`config.mk`:
```
export PLATFORM = sky130hd
export DESIGN_NAME = shift_sequencer
export DESIGN_NICKNAME = d
export VERILOG_FILES = /design/src/rtl/shift_seq_pkg.sv /design/src/rtl/shift_sequencer_stage.sv /design/src/rtl/shift_sequencer.sv
export SDC_FILE = /design/constraint.sdc
export NUM_CORES = 1
export LEC_CHECK = 0
export ABC_CLOCK_PERIOD_IN_PS = 2450
export CORE_UTILIZATION = 50
export CTS_CLUSTER_SIZE = 14
export DETAILED_ROUTE_END_ITERATION = 10
export DONT_BUFFER_PORTS = 1
export SLEW_MARGIN = 30
export SYNTH_ARGS = -nofsm -noshare
export SYNTH_HDL_FRONTEND = slang
export SYNTH_SLANG_ARGS = --single-unit
```
`constraint.sdc`:
```
create_clock -name clk -period 2.45 [get_ports clk]
set_clock_uncertainty 0.1 [all_clocks]
set_input_delay 0.49 -clock clk [delete_from_list [all_inputs] [get_ports clk]]
set_output_delay 0.49 -clock clk [all_outputs]
set_load 0.03 [all_outputs]
```
`src/rtl/shift_seq_pkg.sv`:
```
// Shared encodings, state enum and stage weights for the shift sequencer.
// SHIFT_SEQ_SRL_EN enables the logical-right-shift opcode.
package shift_seq_pkg;

  localparam logic [1:0] OP_SLL = 2'b00;
  localparam logic [1:0] OP_SRA = 2'b01;
  localparam logic [1:0] OP_SRL = 2'b10;

  typedef enum logic [1:0] {S_IDLE, S_SHIFT, S_DONE} state_t;

  // Stage k shifts by 2**k, so rem bit k selects stage k.
  localparam int NUM_STAGES = 5;
  localparam int STAGE_DIST [NUM_STAGES] = '{1, 2, 4, 8, 16};

  function automatic logic op_legal(input logic [1:0] op);
`ifdef SHIFT_SEQ_SRL_EN
    return (op == OP_SLL) || (op == OP_SRA) || (op == OP_SRL);
`else
    return (op == OP_SLL) || (op == OP_SRA);
`endif
  endfunction

endpackage

```
`src/rtl/shift_sequencer_stage.sv`:
```
// One fixed-distance shift: left with zero fill, or right with a caller-supplied fill bit.
module shift_stage #(
  parameter int WIDTH = 32,
  parameter int DIST  = 1
) (
  input  logic [WIDTH-1:0] data,
  input  logic             left,
  input  logic             fill,
  output logic [WIDTH-1:0] q
);

  assign q = left ? {data[WIDTH-1-DIST:0], {DIST{1'b0}}}
                  : {{DIST{fill}}, data[WIDTH-1:DIST]};

endmodule

```
`src/rtl/shift_sequencer.sv`:
```
// Multi-cycle barrel shifter: one binary-weighted stage per cycle, highest weight first.
// Define SHIFT_SEQ_SRL_EN to support op=10 (SRL); otherwise op=10 passes data through.
module shift_sequencer
  import shift_seq_pkg::*;
#(
  parameter int WIDTH = 32
) (
  input  logic             clk,
  input  logic             rst_n,
  input  logic             start,
  input  logic [1:0]       op,
  input  logic [4:0]       shamt,
  input  logic [WIDTH-1:0] data_operand,
  output logic             busy,
  output logic             done,
  output logic [WIDTH-1:0] result
);

  state_t           state;
  logic [WIDTH-1:0] acc;
  logic [4:0]       rem;
  logic [1:0]       opr;

  logic [NUM_STAGES-1:0][WIDTH-1:0] stage_q;
  logic [WIDTH-1:0] sel_q;
  logic [4:0]       rem_clr;
  logic             left;
  logic             fill;

  assign left = (opr == OP_SLL);
`ifdef SHIFT_SEQ_SRL_EN
  assign fill = (opr == OP_SRA) & acc[WIDTH-1];
`else
  // Only SLL and SRA reach SHIFT, so the right-shift fill is always the sign.
  assign fill = acc[WIDTH-1];
`endif

  for (genvar k = 0; k < NUM_STAGES; k++) begin : g_stage
    shift_stage #(.WIDTH(WIDTH), .DIST(STAGE_DIST[k])) u_stage (
      .data (acc),
      .left (left),
      .fill (fill),
      .q    (stage_q[k])
    );
  end

  // Ascending scan: the last hit is the highest set bit of rem.
  always_comb begin
    sel_q   = acc;
    rem_clr = rem;
    for (int k = 0; k < NUM_STAGES; k++) begin
      if (rem[k]) begin
        sel_q      = stage_q[k];
        rem_clr    = rem;
        rem_clr[k] = 1'b0;
      end
    end
  end

  always_ff @(posedge clk or negedge rst_n) begin
    if (!rst_n) begin
      state  <= S_IDLE;
      acc    <= '0;
      rem    <= '0;
      opr    <= '0;
      busy   <= 1'b0;
      done   <= 1'b0;
      result <= '0;
    end else begin
      case (state)
        S_IDLE: begin
          if (start) begin
            acc  <= data_operand;
            rem  <= shamt;
            opr  <= op;
            busy <= 1'b1;
            if (shamt == 5'd0 || !op_legal(op)) begin
              state  <= S_DONE;
              done   <= 1'b1;
              result <= data_operand;
            end else begin
              state <= S_SHIFT;
            end
          end
        end
        S_SHIFT: begin
          acc <= sel_q;
          rem <= rem_clr;
          if (rem_clr == 5'd0) begin
            state  <= S_DONE;
            done   <= 1'b1;
            result <= sel_q;
          end
        end
        S_DONE: begin
          done  <= 1'b0;
          busy  <= 1'b0;
          state <= S_IDLE;
        end
        default: state <= S_IDLE;
      endcase
    end
  end

endmodule

```
==> results.py, run 1 <==
metrics = {
    "global_route": {
        "grt_pass1_wl_um": 37600,
        "antenna_found_initial": 1,
        "grt_usage_pct": 40.5,
        "grt_start_max_net_pins": 76,
        "grt.overflow.total": 0,
        "grt_pass1_vias": 6181,
    },
    "synthesis": {
        "synth.distinct_cells": 74,
        "ys.flop_type": "dfrtp_1",
        "ys_ff_latch": 75,
        "postSynthNetCount": 729,
        "synth_edf_count": 0,
        "synthArstFlopShare_pct": 100,
        "syn-cell-area_um2": 5890,
        "synthTopCellsByArea": "dfrtp_1 32%, mux2_1 4.6%, mux2_2 4.2%",
        "syn_inst": 687,
        "synth_most_common_cell": "dfrtp_1",
        "synthTopCellsByCount": "75 x dfrtp_1, 57 x nand2_1, 45 x a21oi_1",
        "synth_top_area_cell": "dfrtp_1",
        "avgSynthCellArea_um2": 8.57,
        "synth_top_cell_area_share_pct": 31.9,
        "synth_warnings": 0,
        "seq_area_frac_synth_pct": 31.9,
    },
    "setup_path": {
        "crit_arrival_ns": 2.53,
        "setup.worst_path.end_class": "flip-flop",
        "cp_max_fo": 45,
        "rrSetupSlack_ns": 0.08,
        "worstSetupStartpointType": "flip-flop",
        "cp.required_ns": 2.60,
        "critical_path_class": "reg2reg",
    },
    "power": {
        "leakage_nw": 2.56,
        "vdd_drop_max_mv": 1.28,
        "power_density_nw_per_um2": 1860,
    },
    "route": {
        "drc": 0,
        "post_drt_wl_per_cell_um": 29.2,
        "ant_nets": 0,
        "drtIter0Drc": 848,
        "firstDrtPassIters": 8,
        "via_per_inst": 7.53,
        "vias": 6306,
        "routed_wl_um": 24400,
    },
    "cells_and_area": {
        "drive_gt1_share_pct": 16.7,
        "nets": 731,
        "syn2layout_area_growth_pct": 12.0,
        "fillers": 1023,
        "diodes": 0,
    },
    "sta": {
        "worst-slew-pin-transition_ns": 0.689,
        "period_needed_ns": 2.37,
        "rsz0062_at_grt": "false",
        "hold_violations": 0,
        "fmaxAchievable_ghz": 0.422,
        "fin_crit_sh_pct": 96.8,
        "finalSetupViolCount": 0,
        "whs_ns": 0.181,
        "slew_violations": 0,
        "fin_tns_setup_ns": 0,
        "slew_headroom_pct": 53.8,
    },
    "clock_network": {
        "clockBufferDepth": 2,
        "cts_buffers": 9,
        "clk_pin_slew_ns": 0.06,
        "cts_root_buf": "clkbuf_16",
        "postCtsSetupBuffers": 0,
        "clock-sinks": 75,
        "h-tree-depth": 3,
        "cts_tree": "yes",
        "clock_latency_ns": 0.35,
    },
    "status": {
        "status": "finished clean",
    },
    "die": {
        "ioPinCount": 76,
        "die_x_um": 111,
        "dieArea_um2": 12200,
        "die_height_um": 111,
        "rows": 39,
        "start_util_pct": 51.4,
        "core-area_um2": 11500,
    },
    "placement": {
        "place.port_buffers": 0,
        "gp_congestion": 0.997,
        "hpwl_um": 17500,
    },
    "hold_path": {
        "worstHoldPathType": "in2reg",
    },
    "run": {
        "cap_violations": 0,
    },
}
==> where the power goes <==
group | switching [W] | total, W | internal, W
Clock | 0.000563 | 0.00127 | 0.000711
Sequential | 0.00154 | 0.00341 | 0.00187
Combinational | 0.00461 | 0.00761 | 0.00299
==> sequential cells by signal (all words and copies together) (netlist names) <==
register,flops
opr,2
acc,32
rem,5
done,1
state,2
result,32
busy,1
==> repair_timing <==
item	4_1_cts	5_1_grt
endpoints found under the setup margin	0	1
hold buffers	2	0
endpoints found under the hold margin	75	0
resized for setup	0	1
==> metal layers <==
| layer | routed length [µm] | part of all wire, % | global-route usage [%] |
|---|---|---|---|
| met5 | 0 | 0 | 0 |
| met3 | 2910 | 12 | 11.5 |
| met1 | 9200 | 38 | 50.3 |
| met2 | 11000 | 45 | 63.1 |
| met4 | 1280 | 5.2 | 22.4 |
==> metrics by stage <==
| step | util, % | area [µm²] | power (W) | cells | setup slack, ns |
|---|---|---|---|---|---|
| after floorplan | - | 5890 | 0.00792 | 687 | 0.345 |
| after CTS | 57.5 | 6600 | 0.0120 | 837 | 0.126 |
| after global placement | 54.7 | 6280 | 0.0107 | 819 | 0.149 |
| final | 57.5 | 6600 | 0.0123 | 837 | 0.0777 |
| after detailed placement | 54.7 | 6280 | 0.0107 | 819 | 0.134 |
| after global routing | 57.5 | 6600 | 0.0128 | 837 | 0.0204 |
==> cells in the final DEF (no fill, tap or decap), types with 8 or more instances in the layout <==
cell type,count
a21oi_1,45
a311oi_1,19
o21ai_1,45
mux2_1,24
o21a_1,9
or3b_1,18
a31oi_1,19
nand2_1,57
nand3_1,23
nor2_1,36
o21ai_0,26
o31ai_1,13
inv_1,10
dfrtp_1,74
clkbuf_16,9
a221oi_1,13
mux2_2,22
a211oi_1,11
buf_4,54
o221ai_1,8
buf_12,8
==> path summary, 6_finish.rpt <==
kind	to	depth (start not counted)	from
max	result[18]	6	opr[0]
min reg2reg	rem[1]	2	rem[1]
max in group asynchronous	opr[0]	2	rst_n
min in group asynchronous	result[25]	2	rst_n
min	rem[3]	1	shamt[3]
max reg2reg	result[18]	6	opr[0]
==> cell type report <==
type                       count  area (µm²)  share of cell area, %
clock buffer                  10         239                   3.62
clock inverter                 6        41.3                  0.626
inverter                      11        41.3                  0.626
multi-input combinational    528        3610                   54.8
sequential                    75        1880                   28.5
tap                          143         179                   2.71
timing repair buffer          64         603                   9.14
==> cells by family (layout without fill, tap and decap cells) <==
group,Yosys count,in the layout,synth area share (%)
and+or+nand+nor,187,187,17.1
adders and majority gates,1,1,0.191
buffers and inverters,84,91,6.99
DFF,75,75,31.9
muxes,48,48,9.13
AOI/OAI and AO/OA,292,292,34.7
==> worst max-delay path, stage by stage, from the launching register on <==
cell	delay [ns]
dfrtp_2	0.50
buf_12	0.21
o21ai_1	0.57
o221ai_1	0.24
o21ai_1	0.25
a21oi_1	0.16
o31ai_1	0.25
No activity file was read; power rests on OpenSTA's default activity.
==> run 2, diff against run 1 <==
- CORE_UTILIZATION: 50 -> 41
- SLEW_MARGIN: 30 -> 20
==> run 2 against run 1 <==
Effect of this change:
- flip-flop and latch count unchanged
- cell area is 2.5% higher
- via count down 2.4%
- sequential power about the same
- fmax is 0.98% higher
- first-iteration DRC count is 6.7% lower
- cell count is 5.6% higher
- total power grew 2.7%
- non-clock buffer count rose by 10
- global-route usage down 4.4 points
==> results.py, run 2 (synthesized netlist as in run 1, its figures left out) <==
metrics = {
    "status": {
        "status": "finished clean",
    },
    "placement": {
        "place_area_um2": 6400,
        "post-place-cells": 866,
        "hpwl_um": 19000,
        "place.port_buffers": 0,
        "gp_congestion": 0.955,
    },
    "setup_path": {
        "cp-startpoint": "opr[0]",
        "r2r_start": "opr[0]",
        "cp_max_fo": 13,
        "critical_path_class": "reg2reg",
        "cp.required_ns": 2.62,
        "worstSetupStartpointType": "flip-flop",
        "crit_arrival_ns": 2.51,
        "setup.worst_path.end_class": "flip-flop",
    },
    "cells_and_area": {
        "final_common_cell": "dfrtp_1",
        "mostFrequentLayoutCells": "74 x dfrtp_1, 64 x buf_4, 57 x nand2_1, 45 x a21oi_1, 43 x o21ai_1",
        "drive_gt1_share_pct": 18.2,
        "fin_cells": 884,
        "fin_area_um2": 6760,
        "layout_top_registers": "acc (32), result (32), rem (5)",
        "nets": 741,
        "syn2layout_area_growth_pct": 14.7,
    },
    "global_route": {
        "grt.overflow.total": 0,
        "grt_pass1_wl_um": 38600,
        "grt_usage_pct": 36.0,
        "antenna_found_initial": 1,
        "grt_start_max_net_pins": 76,
        "grt_pass1_vias": 6081,
    },
    "sta": {
        "worst-slew-pin-transition_ns": 0.769,
        "period_needed_ns": 2.35,
        "fmaxAchievable_ghz": 0.426,
        "slew_violations": 0,
        "rsz0062_at_grt": "false",
        "hold_violations": 0,
        "fin_crit_sh_pct": 95.9,
        "finalSetupViolCount": 0,
        "fin_tns_setup_ns": 0,
        "slew_headroom_pct": 48.4,
    },
    "route": {
        "ant_nets": 0,
        "drc": 0,
        "post_drt_wl_per_cell_um": 29.2,
        "via_per_inst": 6.96,
        "vias": 6155,
        "routed_wl_um": 25800,
        "firstDrtPassIters": 8,
        "drtIter0Drc": 791,
    },
    "clock_network": {
        "clk_pin_slew_ns": 0.06,
        "clock_latency_ns": 0.36,
        "cts_tree": "yes",
        "cts_root_buf": "clkbuf_16",
        "clock-sinks": 75,
        "h-tree-depth": 3,
        "clockBufferDepth": 2,
        "cts_buffers": 9,
        "postCtsSetupBuffers": 0,
    },
    "power": {
        "vdd_drop_max_mv": 1.54,
        "leakage_nw": 2.62,
        "power_density_nw_per_um2": 1870,
    },
    "die": {
        "core-area_um2": 13900,
        "die_x_um": 122,
        "dieArea_um2": 14900,
        "start_util_pct": 42.3,
        "rows": 43,
        "die_height_um": 122,
        "ioPinCount": 76,
    },
    "hold_path": {
        "worstHoldPathType": "in2reg",
        "worstHoldStart": "shamt[3]",
    },
    "run": {
        "cap_violations": 0,
    },
}
run 2: cell types whose count changed in the layout (fill, tap and decap cells not counted), sizes merged:
cell	previous run	this run
buf	63	73
clkinvlp	3	2
clkinv	4	2
bufinv	0	1
clkbuf	10	11
diode	0	1
run 2: worst paths after layout:
check / cells past startpoint / to / slack, ns
min in group asynchronous: 2 / acc[16] / 0.58
max in group asynchronous: 2 / opr[0] / 1.29
worst min register to register: 2 / rem[1] / 0.55
worst min-delay path: 1 / rem[3] / 0.19
worst max-delay path: 7 / result[17] / 0.10
worst max register to register: 7 / result[17] / 0.10
run 2: repair_timing:
| item | 4_1_cts | 5_1_grt |
|---|---|---|
| hold buffers | 2 | 0 |
| gates resized for setup | 0 | 3 |
| setup endpoints to repair | 0 | 6 |
| hold endpoints to repair | 75 | 0 |
run 2: cell type report:
type	instances	area, µm²
well taps	180	225
fillers	1386	7180
diodes	1	2.50
flip-flops and latches	75	1880
multi-input cells	528	3630
inverters	11	41.3
clock buffers	11	253
clock inverters	4	50.0
repair buffers	74	678
run 2: power breakdown:
group          leakage (nW)  switching, W  internal [W]
Sequential            0.894       0.00151       0.00187
Clock                 0.144      0.000565      0.000837
Combinational          1.58       0.00475       0.00310
Total                  2.62       0.00682       0.00581
run 2: worst max-delay path, cell delays in order (launching register included):
cell	delay (ns)
dfrtp_2	0.51
buf_4	0.22
buf_4	0.15
nor3b_1	0.47
a221oi_1	0.20
o31ai_1	0.24
a31oi_1	0.12
o31ai_1	0.25
run 2: stage by stage:
step	setup WS [ns]	util [%]	power [W]	hold slack (ns)
final	0.101	48.5	0.0126	0.189
after floorplan	0.345	-	0.00792	0.0944
after CTS	0.119	48.4	0.0124	0.186
after detailed placement	0.123	45.9	0.0110	0.0962
after global routing	0.0222	48.5	0.0133	0.196
after global placement	0.138	45.9	0.0109	0.0960
run 2: metal layers:
metal	global-route usage [%]	up-vias	wire, µm
li1	-	2699	-
met1	48.4	2992	10800
met2	54.2	390	11600
met3	7.58	74	2340
met4	18.5	0	1050
met5	0	-	0
